$ cat src/rtl/vend_sequencer.sv
// Vending transaction controller: sequences an external balance register through
// coin collection, price check, item dispense and change hand-out.
module vend_sequencer #(
  parameter int WIDTH = 8
) (
  input  logic             clock,
  input  logic             reset,
  input  logic             coin_valid,
  input  logic [WIDTH-1:0] coin_value,
  input  logic             sel_valid,
  input  logic [WIDTH-1:0] sel_price,
  input  logic             cancel,
  input  logic             change_ack,
  input  logic [WIDTH-1:0] bal_q,
  output logic [WIDTH-1:0] bal_d,
  output logic             bal_load,
  output logic             dispense,
  output logic             change_valid,
  output logic [WIDTH-1:0] change_value,
  output logic             busy,
  output logic             reject_coin,
  output logic             insufficient,
  output logic [1:0]       state_dbg
);

  typedef enum logic [1:0] {
    IDLE     = 2'd0,
    COLLECT  = 2'd1,
    DISPENSE = 2'd2,
    CHANGE   = 2'd3
  } state_t;

  state_t           state;
  state_t           state_next;
  logic             reject_next;
  logic             insufficient_next;
  logic             load_req;
  logic [WIDTH:0]   coin_sum;

  // Change handshake: change_valid holds with a stable change_value until the
  // dispenser raises change_ack; the transfer completes on that clock edge.

  assign coin_sum = {1'b0, bal_q} + {1'b0, coin_value};

  always_ff @(posedge clock) begin
    if (reset) begin
      state        <= IDLE;
      reject_coin  <= 1'b0;
      insufficient <= 1'b0;
    end else begin
      state        <= state_next;
      reject_coin  <= reject_next;
      insufficient <= insufficient_next;
    end
  end

  always_comb begin
    state_next        = state;
    bal_d             = '0;
    load_req          = 1'b0;
    reject_next       = 1'b0;
    insufficient_next = 1'b0;
    unique case (state)
      IDLE: begin
        if (cancel) begin
          reject_next = coin_valid;
        end else if (sel_valid) begin
          reject_next = coin_valid;
          if (sel_price == '0) state_next = DISPENSE;
          else                 insufficient_next = 1'b1;
        end else if (coin_valid) begin
          bal_d      = coin_value;
          load_req   = 1'b1;
          state_next = COLLECT;
        end
      end
      COLLECT: begin
        if (cancel) begin
          reject_next = coin_valid;
          state_next  = CHANGE;
        end else if (sel_valid) begin
          reject_next = coin_valid;
          if (bal_q >= sel_price) begin
            bal_d      = bal_q - sel_price;
            load_req   = 1'b1;
            state_next = DISPENSE;
          end else begin
            insufficient_next = 1'b1;
          end
        end else if (coin_valid) begin
          // A coin that would wrap the balance is handed back untouched.
          if (coin_sum[WIDTH]) begin
            reject_next = 1'b1;
          end else begin
            bal_d    = coin_sum[WIDTH-1:0];
            load_req = 1'b1;
          end
        end
      end
      DISPENSE: begin
        reject_next = coin_valid;
        state_next  = (bal_q == '0) ? IDLE : CHANGE;
      end
      CHANGE: begin
        reject_next = coin_valid;
        if (change_ack) begin
          bal_d      = '0;
          load_req   = 1'b1;
          state_next = IDLE;
        end
      end
      default: state_next = IDLE;
    endcase
  end

  // The register shares our reset, so never request a load while it is held.
  assign bal_load     = load_req & ~reset;
  assign dispense     = (state == DISPENSE);
  assign change_valid = (state == CHANGE);
  assign change_value = (state == CHANGE) ? bal_q : '0;
  assign busy         = (state == DISPENSE) || (state == CHANGE);
  assign state_dbg    = state;

endmodule

$ cat config.mk
export PLATFORM = sky130hd
export DESIGN_NAME = vend_sequencer
export DESIGN_NICKNAME = d
export VERILOG_FILES = /design/src/rtl/vend_sequencer.sv
export SDC_FILE = /design/constraint.sdc
export NUM_CORES = 1
export LEC_CHECK = 0
export CAP_MARGIN = 10
export CORE_MARGIN = 5
export CORE_UTILIZATION = 46
export DETAILED_ROUTE_END_ITERATION = 7
export PLACE_DENSITY = 0.92
export SYNTH_ARGS = -nofsm -noshare
export SYNTH_HDL_FRONTEND = slang
export SYNTH_SLANG_ARGS = --single-unit
$ cat constraint.sdc
create_clock -name clock -period 6.6 [get_ports clock]
set_input_delay 0.99 -clock clock [delete_from_list [all_inputs] [get_ports clock]]
set_output_delay 0.99 -clock clock [all_outputs]
set_load 0.01 [all_outputs]
==> metrics.txt <==
most frequent cells in the layout clkdlybuf4s50_1 (53), ha_1 (16), nand2_1 (14); Setup Crit Path Kind in -> out; Achievable Freq 202 MHz; die area 0.00383 mm²; Placed Instance Area 0.00179 mm²; largest net degree at the start of global routing 22; Final ANT Viol Nets 0; Post-DP HPWL 3280 µm; initial antenna violation count 0; setup TNS 0 ps; min-delay src state_dbg[1]$_SDFFE_PP0P_; Rel. slew slack 60.9%; CP Launch Type primary input; Post-synth EDFFs 0; layout filler cell count 203; area of the multi-input gates 0.00109 mm²; grt total ovfl 0; nets 272; drt pass-1 iters 4; Final Hold Viols 0; register area 80.1 µm²; Synthesized Nets 219; die span in x 61.9 µm; GPL Wtd Cong 0.895; M1 WL 1790 µm; TritonCTS clock tree yes; wire length on met2 1790 µm; pwr/cell area 97.2 mW/mm²; via count 1,495; root buf cell clkbuf_4; Post-CTS Resized 0; Remaining DRCs 0; warning count from the yosys run 0; Max-Cap Viols 0; FFs w/ async S/R, synth 0%; Slew @ Worst Pin 585 ps; Routed WL 3880 µm; Worst-Skew Late Latency 240 ps; Worst setup EP type output port; Setup-failing EPs final 0; Hold Crit Class reg -> reg; I/O pin total 54; Initial DRC Count 89; total global-route track usage 21.2%; # hold bufs at CTS 0; CP startpoint bal_q[0]; WL/cell 15.4 µm; Clock Pin Slew Worst Setup and Hold Paths 40 ps; total CTS buffers 3; critical path fanouts, max 6; # clock sinks 4; r2r startpoint state_dbg[1]$_SDFFE_PP0P_; CP required 5610 ps; max layer used met4; crit path DAT 3970 ps; Mapped Area 0.00124 mm²; starting density of the core 49.1%; Max IR drop VDD 0.0000916 V; Synth Area in XOR/XNOR 4.95%; DR WL met3 281 µm; vias in the first global route 1,405; CTS max path bufs 2; # rows 18; commonest non-fill, non-tap cell in the layout clkdlybuf4s50_1; Final Critical Period 4960 ps; vias per inst 5.93; layout cells sized above 1 5.86%; cell area after layout 0.00181 mm²; crit share post-route 75.1%; synthesis-to-layout area growth 46.1%; simple-gate share of the synthesized area 30.2%; PortBufs 53; Post-Synth Adder-Cell Area 19.4%; H-tree depth 1; Cells after Synth 171; status finished, final reports clean; Setup Skew 0.177 ps; Core Util, Final 71.7%; main combinational cell family by area after synthesis compound AO/OA/AOI/OAI gates; die height 61.9 µm; post-synthesis sequential area ratio 6.47%; RSZ-0062 raised after global routing no; Post-Syn Area per Cell 7.24 µm²; Unique masters post-synth 49; count of pins over their slew limit 0; register bit total from synthesis 4; diodes inserted 0; post-synthesis compound-gate area fraction 32.6%; multiplexer share of the synthesized area 0.809%; predominant post-synthesis flop cell dfxtp_1; first-pass GRT wire length 6240 µm; Pleak 0.761 nW; Core Footprint 0.00252 mm²; # Post-CTS Setup Buffers 0
[power by group]
group,switching [mW],total [mW],internal [mW]
registers,0.00419,0.0301,0.0259
logic,0.0571,0.114,0.0572
clock network,0.0110,0.0314,0.0204
[metal layers]
metal	global-route usage [%]	vias to the layer above
met2	33.0	62
met4	3.03	0
met5	0	-
li1	-	744
met3	3.10	2
met1	31.4	687
[logic make-up after synthesis]
group           count (synthesis)
compound gates                 55
xor+xnor                        7
fa+ha+maj                      18
buf+inv                        18
flops                           4
mux                             1
simple gates                   68
[state kept, by name, summed over array words and instances (netlist names)]
signal        cells
insufficient      1
reject_coin       1
state_dbg         2
[critical path, cell delays in order]
cell,delay [ps]
clkdlybuf4s50_1,530
inv_1,60
ha_1,210
fa_1,380
nand2b_2,210
a21oi_1,160
o21a_1,190
o211ai_2,170
or3b_1,400
o211ai_1,110
clkdlybuf4s50_1,560
[Yosys cell counts, drive strengths merged, types with 6 or more instances]
library cell,instances,area [µm²]
ha,16,200
a21oi,14,73.8
nand2,14,52.6
nor2,14,57.6
inv,13,48.8
o21ai,13,65.1
and3,8,50.1
nand2b,8,52.6
xor2,6,52.6
[through the flow]
stage                     setup WS, ps  total power, mW  cells  hold WS, ps
after floorplan                   2900           0.0976    171          699
after global placement            1730            0.142    249          792
after detailed placement          1660            0.143    249          800
after CTS                         1660            0.177    252          809
after global routing              1510            0.192    252          915
final                             1640            0.176    252          799
[area by class of cell]
class / count / share of cell area [%]
repair buffers: 53 / 29.3
flip-flops and latches: 4 / 4.43
multi-input cells: 149 / 60.2
clock buffers: 3 / 1.25
inverters: 13 / 2.70
well taps: 30 / 2.08
[final timing paths]
check,endpoint,slack [ps],cells past startpoint
max,bal_d[7],1640,11
min,state_dbg[1]$_SDFFE_PP0P_,800,2
max reg2reg,state_dbg[0]$_SDFFE_PP0P_,5170,4
min reg2reg,state_dbg[1]$_SDFFE_PP0P_,800,2
Note: power is estimated with default switching activity, not from simulation.
==> patch 1: new RTL, config.mk and constraints unchanged <==
Change the parameter `WIDTH` from 8 to 12.
--- a/src/rtl/vend_sequencer.sv
+++ b/src/rtl/vend_sequencer.sv
@@ -1,7 +1,7 @@
 // Vending transaction controller: sequences an external balance register through
 // coin collection, price check, item dispense and change hand-out.
 module vend_sequencer #(
-  parameter int WIDTH = 8
+  parameter int WIDTH = 12
 ) (
   input  logic             clock,
   input  logic             reset,
Interface: changed (5 resized); port bits go from 54 to 74. No check against the original RTL was run, so the function may have changed too.
==> patch 1 against the unedited design <==
Wire length is 74% higher. Total power is 58% higher. Combinational power is 72% higher. Final area is 49% higher. Area after synthesis is 55% higher. Critical endpoint is now bal_d[0]. Sequential cell count stayed put. Via count is 63% higher. Global-route usage is 2.6 points higher. Fmax is 2.4% lower. Largest power group unchanged. First-iteration DRC count is 150% higher. Critical path depth is 2 lower. Setup slack worse by 120 ps.
==> patch 1: results <==
{
  "final_nets": 412,
  "grt_max_degree": 32,
  "grt_pass1_vias": 2252,
  "drt_iter0_drc": 221,
  "grt_pass1_wl_um": 10490,
  "syn_inst": 278,
  "async_reset_ff_share_pct": 0,
  "ys_types": 57,
  "cts-htree-levels": 1,
  "max_slew.worst_pin.slew_ps": 818.6,
  "cts_resized": 0,
  "skew_ps": 0.3669,
  "io_buffers": 73,
  "num_antenna_cells": 0,
  "ctsRootBufferMaster": "clkbuf_8",
  "wl_um": 6747,
  "postCtsSetupBuffers": 0,
  "nFillCells": 357,
  "cts-buffers-inserted": 3,
  "critical-path-top-delay-family": "compound AO/OA/AOI/OAI gates",
  "ys_top_cells_by_count": "27 x nand2_1, 24 x ha_1, 23 x inv_1, 22 x nor2_1, 21 x a21oi_1",
  "cpMaxStageDelayCell": "a21oi_2",
  "dpl.hpwl_um": 5442,
  "drive_above_1_share_pct": 6.433,
  "irDropWorstVdd_mv": 0.06453,
  "arrival_ps": 4090,
  "clk_path_buf_depth": 2,
  "worst_path_largest_cell_delay_ps": 690,
  "hp-class": "flop to flop",
  "ys_warn_count": 0,
  "drtPass1Iterations": 5,
  "yosysSeqAreaShare_pct": 4.175,
  "antenna_found_initial": 0,
  "clk_pin_slew_ps": 30,
  "maxCapViolCount": 0,
  "gp_congestion": 0.9549,
  "track_usage_pct": 23.77,
  "syn-num-nets": 346,
  "status": "finished, final reports clean",
  "placed_cells": 389,
  "layout_commonest_cell": "clkdlybuf4s50_1",
  "swShare_pct": 43.96,
  "leakage_nw": 1.135,
  "post-place-ws_ps": 1530,
  "largest_reg_flops": 2,
  "routed_via_density": 6.222,
  "insertion_delay_ps": 220,
  "num_vias": 2439,
  "synthTopCellsByArea": "ha_1 16%, a21oi_1 5.5%, nand2_1 5.3%",
  "cp_max_fo": 12,
  "synth_ff_type": "dfxtp_1"
}
patch 1: changes by cell type in the layout (fill, tap and decap cells not counted), sizes merged, moves of 5 or more:
cell,before,now
nor3,2,7
and3,8,14
inv,13,23
nand2,14,27
o21ai,13,22
nand3,3,11
nor2,14,22
xnor2,1,9
ha,16,24
nor4,2,8
a21oi,14,24
clkdlybuf4s50,53,73
patch 1: area by class of cell:
cell class              count  area, sq um  share of cell area [%]
multi-input cells         238         1688                   62.60
repair buffers             74        738.2                   27.38
inverters                  23        86.33                   3.202
clock buffers               3        41.29                   1.531
flip-flops and latches      4        80.08                   2.970
well taps                  50        62.56                   2.320
patch 1: worst reg2reg max path: cells and delay by family (launching register included):
| kind | cells | cell delay (ps) |
|---|---|---|
| DFF | 1 | 730 |
| buffers and inverters | 1 | 190 |
| AOI/OAI and AO/OA | 3 | 760 |
patch 1: cell families (layout without fill, tap and decap cells):
kind of cell               count (synthesis)  count (layout)  synth area share (%)
muxes                                      3               3                 1.566
buffers and inverters                     36             100                 7.828
DFF                                        4               4                 4.175
AOI/OAI and AO/OA                         89              89                 35.03
adders and majority gates                 26              26                 17.74
xor gates and xnor gates                  12              12                 5.480
and+or+nand+nor                          108             108                 28.18
patch 1: per-layer routing:
| layer | global-route usage [%] | up-vias | routed length, um | part of all wire (%) |
|---|---|---|---|---|
| met5 | 0 | - | 0 | 0 |
| met4 | 4.545 | 0 | 76 | 1.1 |
| met3 | 3.919 | 13 | 628 | 9.3 |
| met2 | 39.32 | 135 | 3179 | 47 |
| met1 | 32.69 | 1120 | 2863 | 42 |
| li1 | - | 1171 | - | - |
patch 1: metrics by stage:
stage | cell area (sq um) | power (mW) | hold slack (ps) | utilization, %
after floorplan | 1918 | 0.1518 | 661.5 | -
after global placement | 2655 | 0.2151 | 837.6 | 65.90
after global routing | 2696 | 0.2978 | 919.5 | 66.93
after CTS | 2696 | 0.2734 | 871.9 | 66.93
final | 2696 | 0.2771 | 891.4 | 66.93
after detailed placement | 2655 | 0.2202 | 858.0 | 65.90
patch 1: power groups by stage:
stage               combinational [mW]  sequential [mW]  clock, mW
CTS                              0.192           0.0293     0.0521
detailed placement               0.191           0.0296          0
finish                           0.196           0.0295     0.0519
global placement                 0.185           0.0297          0
floorplan                        0.124           0.0273          0
global route                     0.214           0.0297     0.0546
patch 1: final timing paths:
path,from,endpoint,slack [ps],cells past startpoint
worst max-delay path,bal_q[6],bal_d[0],1520,9
worst min-delay path,state_dbg[0]$_SDFFE_PP0P_,reject_coin$_SDFF_PP0_,890,2
worst max register to register,state_dbg[1]$_SDFFE_PP0P_,state_dbg[1]$_SDFFE_PP0P_,4840,4
worst min register to register,state_dbg[0]$_SDFFE_PP0P_,reject_coin$_SDFF_PP0_,890,2
==> patch 2: new RTL, config.mk and constraints unchanged <==
Made on the original files. Register the output `state_dbg` once more, cleared by the reset; this adds one clock of latency there. The other outputs are not delayed to match.
--- a/src/rtl/vend_sequencer.sv
+++ b/src/rtl/vend_sequencer.sv
@@ -119,7 +119,13 @@
   assign change_valid = (state == CHANGE);
   assign change_value = (state == CHANGE) ? bal_q : '0;
   assign busy         = (state == DISPENSE) || (state == CHANGE);
-  assign state_dbg    = state;
+  always_ff @(posedge clock) begin
+    if (reset) begin
+      state_dbg <= '0;
+    end else begin
+      state_dbg <= state;
+    end
+  end
 
 endmodule
 
Function: changed (a bounded check fails within 4 cycles, from zero or initial values and one cycle with reset high).
==> patch 2 against the unedited design <==
Sequential cell count is 2 higher. Sequential share of layout area is 2.1 points higher. Area after synthesis is 3.4% higher. Setup slack worse by 49 ps. Wire length is 9.7% higher. Die area is 2.9% higher. Final area is 2.1% higher. Total power is 11% higher. Largest cell class unchanged.
==> patch 2: results <==
{
  "io_buffers": 53,
  "drtPass1Iterations": 4,
  "period_share_pct": 75.84,
  "drc": 0,
  "max_slew.worst_pin.slew_ps": 831.0,
  "cts-htree-levels": 1,
  "hp-class": "flop to flop",
  "dpl.hpwl_um": 3421,
  "leakage_nw": 0.7767,
  "routed_via_density": 5.937,
  "status": "finished, final reports clean",
  "cts-buffers-inserted": 3,
  "cp_max_fo": 8,
  "skew_ps": 2.271,
  "ys_top_cells_by_count": "16 x ha_1, 15 x inv_1, 15 x nand2_1",
  "reg2reg_from": "state[0]$_SDFFE_PP0P_",
  "yosysSeqAreaShare_pct": 9.384,
  "min_path_cells": 1,
  "drt_iter0_drc": 86,
  "synthTopCellsByArea": "ha_1 16%, dfxtp_1 9.4%, inv_1 4.4%",
  "gp_congestion": 0.8570,
  "wl_um": 4257,
  "post-place-ws_ps": 1598,
  "grt_pass1_wl_um": 7396,
  "reg2regPathDepth": 5,
  "clk_pin_slew_ps": 40,
  "irDropWorstVdd_mv": 0.1014,
  "min-delay-start": "state[1]$_SDFFE_PP0P_",
  "nFillCells": 233,
  "ys_types": 50,
  "track_usage_pct": 22.23,
  "arrival_ps": 4020,
  "drive_above_1_share_pct": 7.207,
  "ctsRootBufferMaster": "clkbuf_4",
  "syn-num-nets": 220
}
[patch 2: changes by cell type after synthesis, sizes merged, moves of 3 or more]
cell	delta
xnor2	+5
inv	+3
o211ai	-3
a211oi	+3
o221ai	-3
nor2	-3
xor2	-3
o21ai	+7
[patch 2: worst max-delay path, stage by stage]
cell             delay (ps)
clkdlybuf4s50_1         530
inv_1                    60
ha_1                    200
fa_1                    390
nand2b_1                180
a21oi_2                 190
a41oi_1                  80
o21ai_2                 330
a41oi_4                 240
o21ai_1                 250
clkdlybuf4s50_1         560
[patch 2: layout make-up]
type	instances	area share, %
multi-input cells	144	58.17
repair buffers	53	28.75
well taps	31	2.102
clock buffers	3	1.220
inverters	16	3.254
flip-flops and latches	6	6.508
[patch 2: report_power, final]
group	total, mW	internal (mW)	leakage (nW)	switching (mW)
Combinational	0.119	0.0583	0.714	0.0607
Sequential	0.0419	0.0380	0.0489	0.00386
Clock	0.0336	0.0206	0.0138	0.0130
[patch 2: kinds of logic after synthesis]
logic type                 Yosys count  share of synthesized area [%]
AOI/OAI and AO/OA                   58                          31.77
buffers and inverters               22                          6.744
DFF                                  6                          9.385
adders and majority gates           18                          18.77
and+or+nand+nor                     56                          24.63
xor gates and xnor gates             9                          6.159
muxes                                3                          2.541
[patch 2: path summary, 6_finish.rpt]
path	end	slack (ps)
worst max-delay path	bal_d[1]	1590
worst max register to register	state[1]$_SDFFE_PP0P_	4840
worst min-delay path	state_dbg[1]$_SDFF_PP0_	780
worst min register to register	state_dbg[1]$_SDFF_PP0_	780
[patch 2: stage by stage]
step | hold WS [ps] | cells | area [sq um]
2_1_floorplan | 660.6 | 172 | 1280
3_3_place_gp | 755.2 | 250 | 1823
3_5_place_dp | 765.7 | 250 | 1823
4_1_cts | 775.6 | 253 | 1846
5_1_grt | 843.0 | 253 | 1846
6_report | 783.0 | 253 | 1846
[patch 2: routing by layer]
| metal | track usage, % | wire length [um] |
|---|---|---|
| met4 | 5.305 | 105 |
| met5 | 0 | 0 |
| met1 | 29.59 | 1817 |
| met3 | 4.496 | 301 |
| met2 | 36.53 | 2033 |
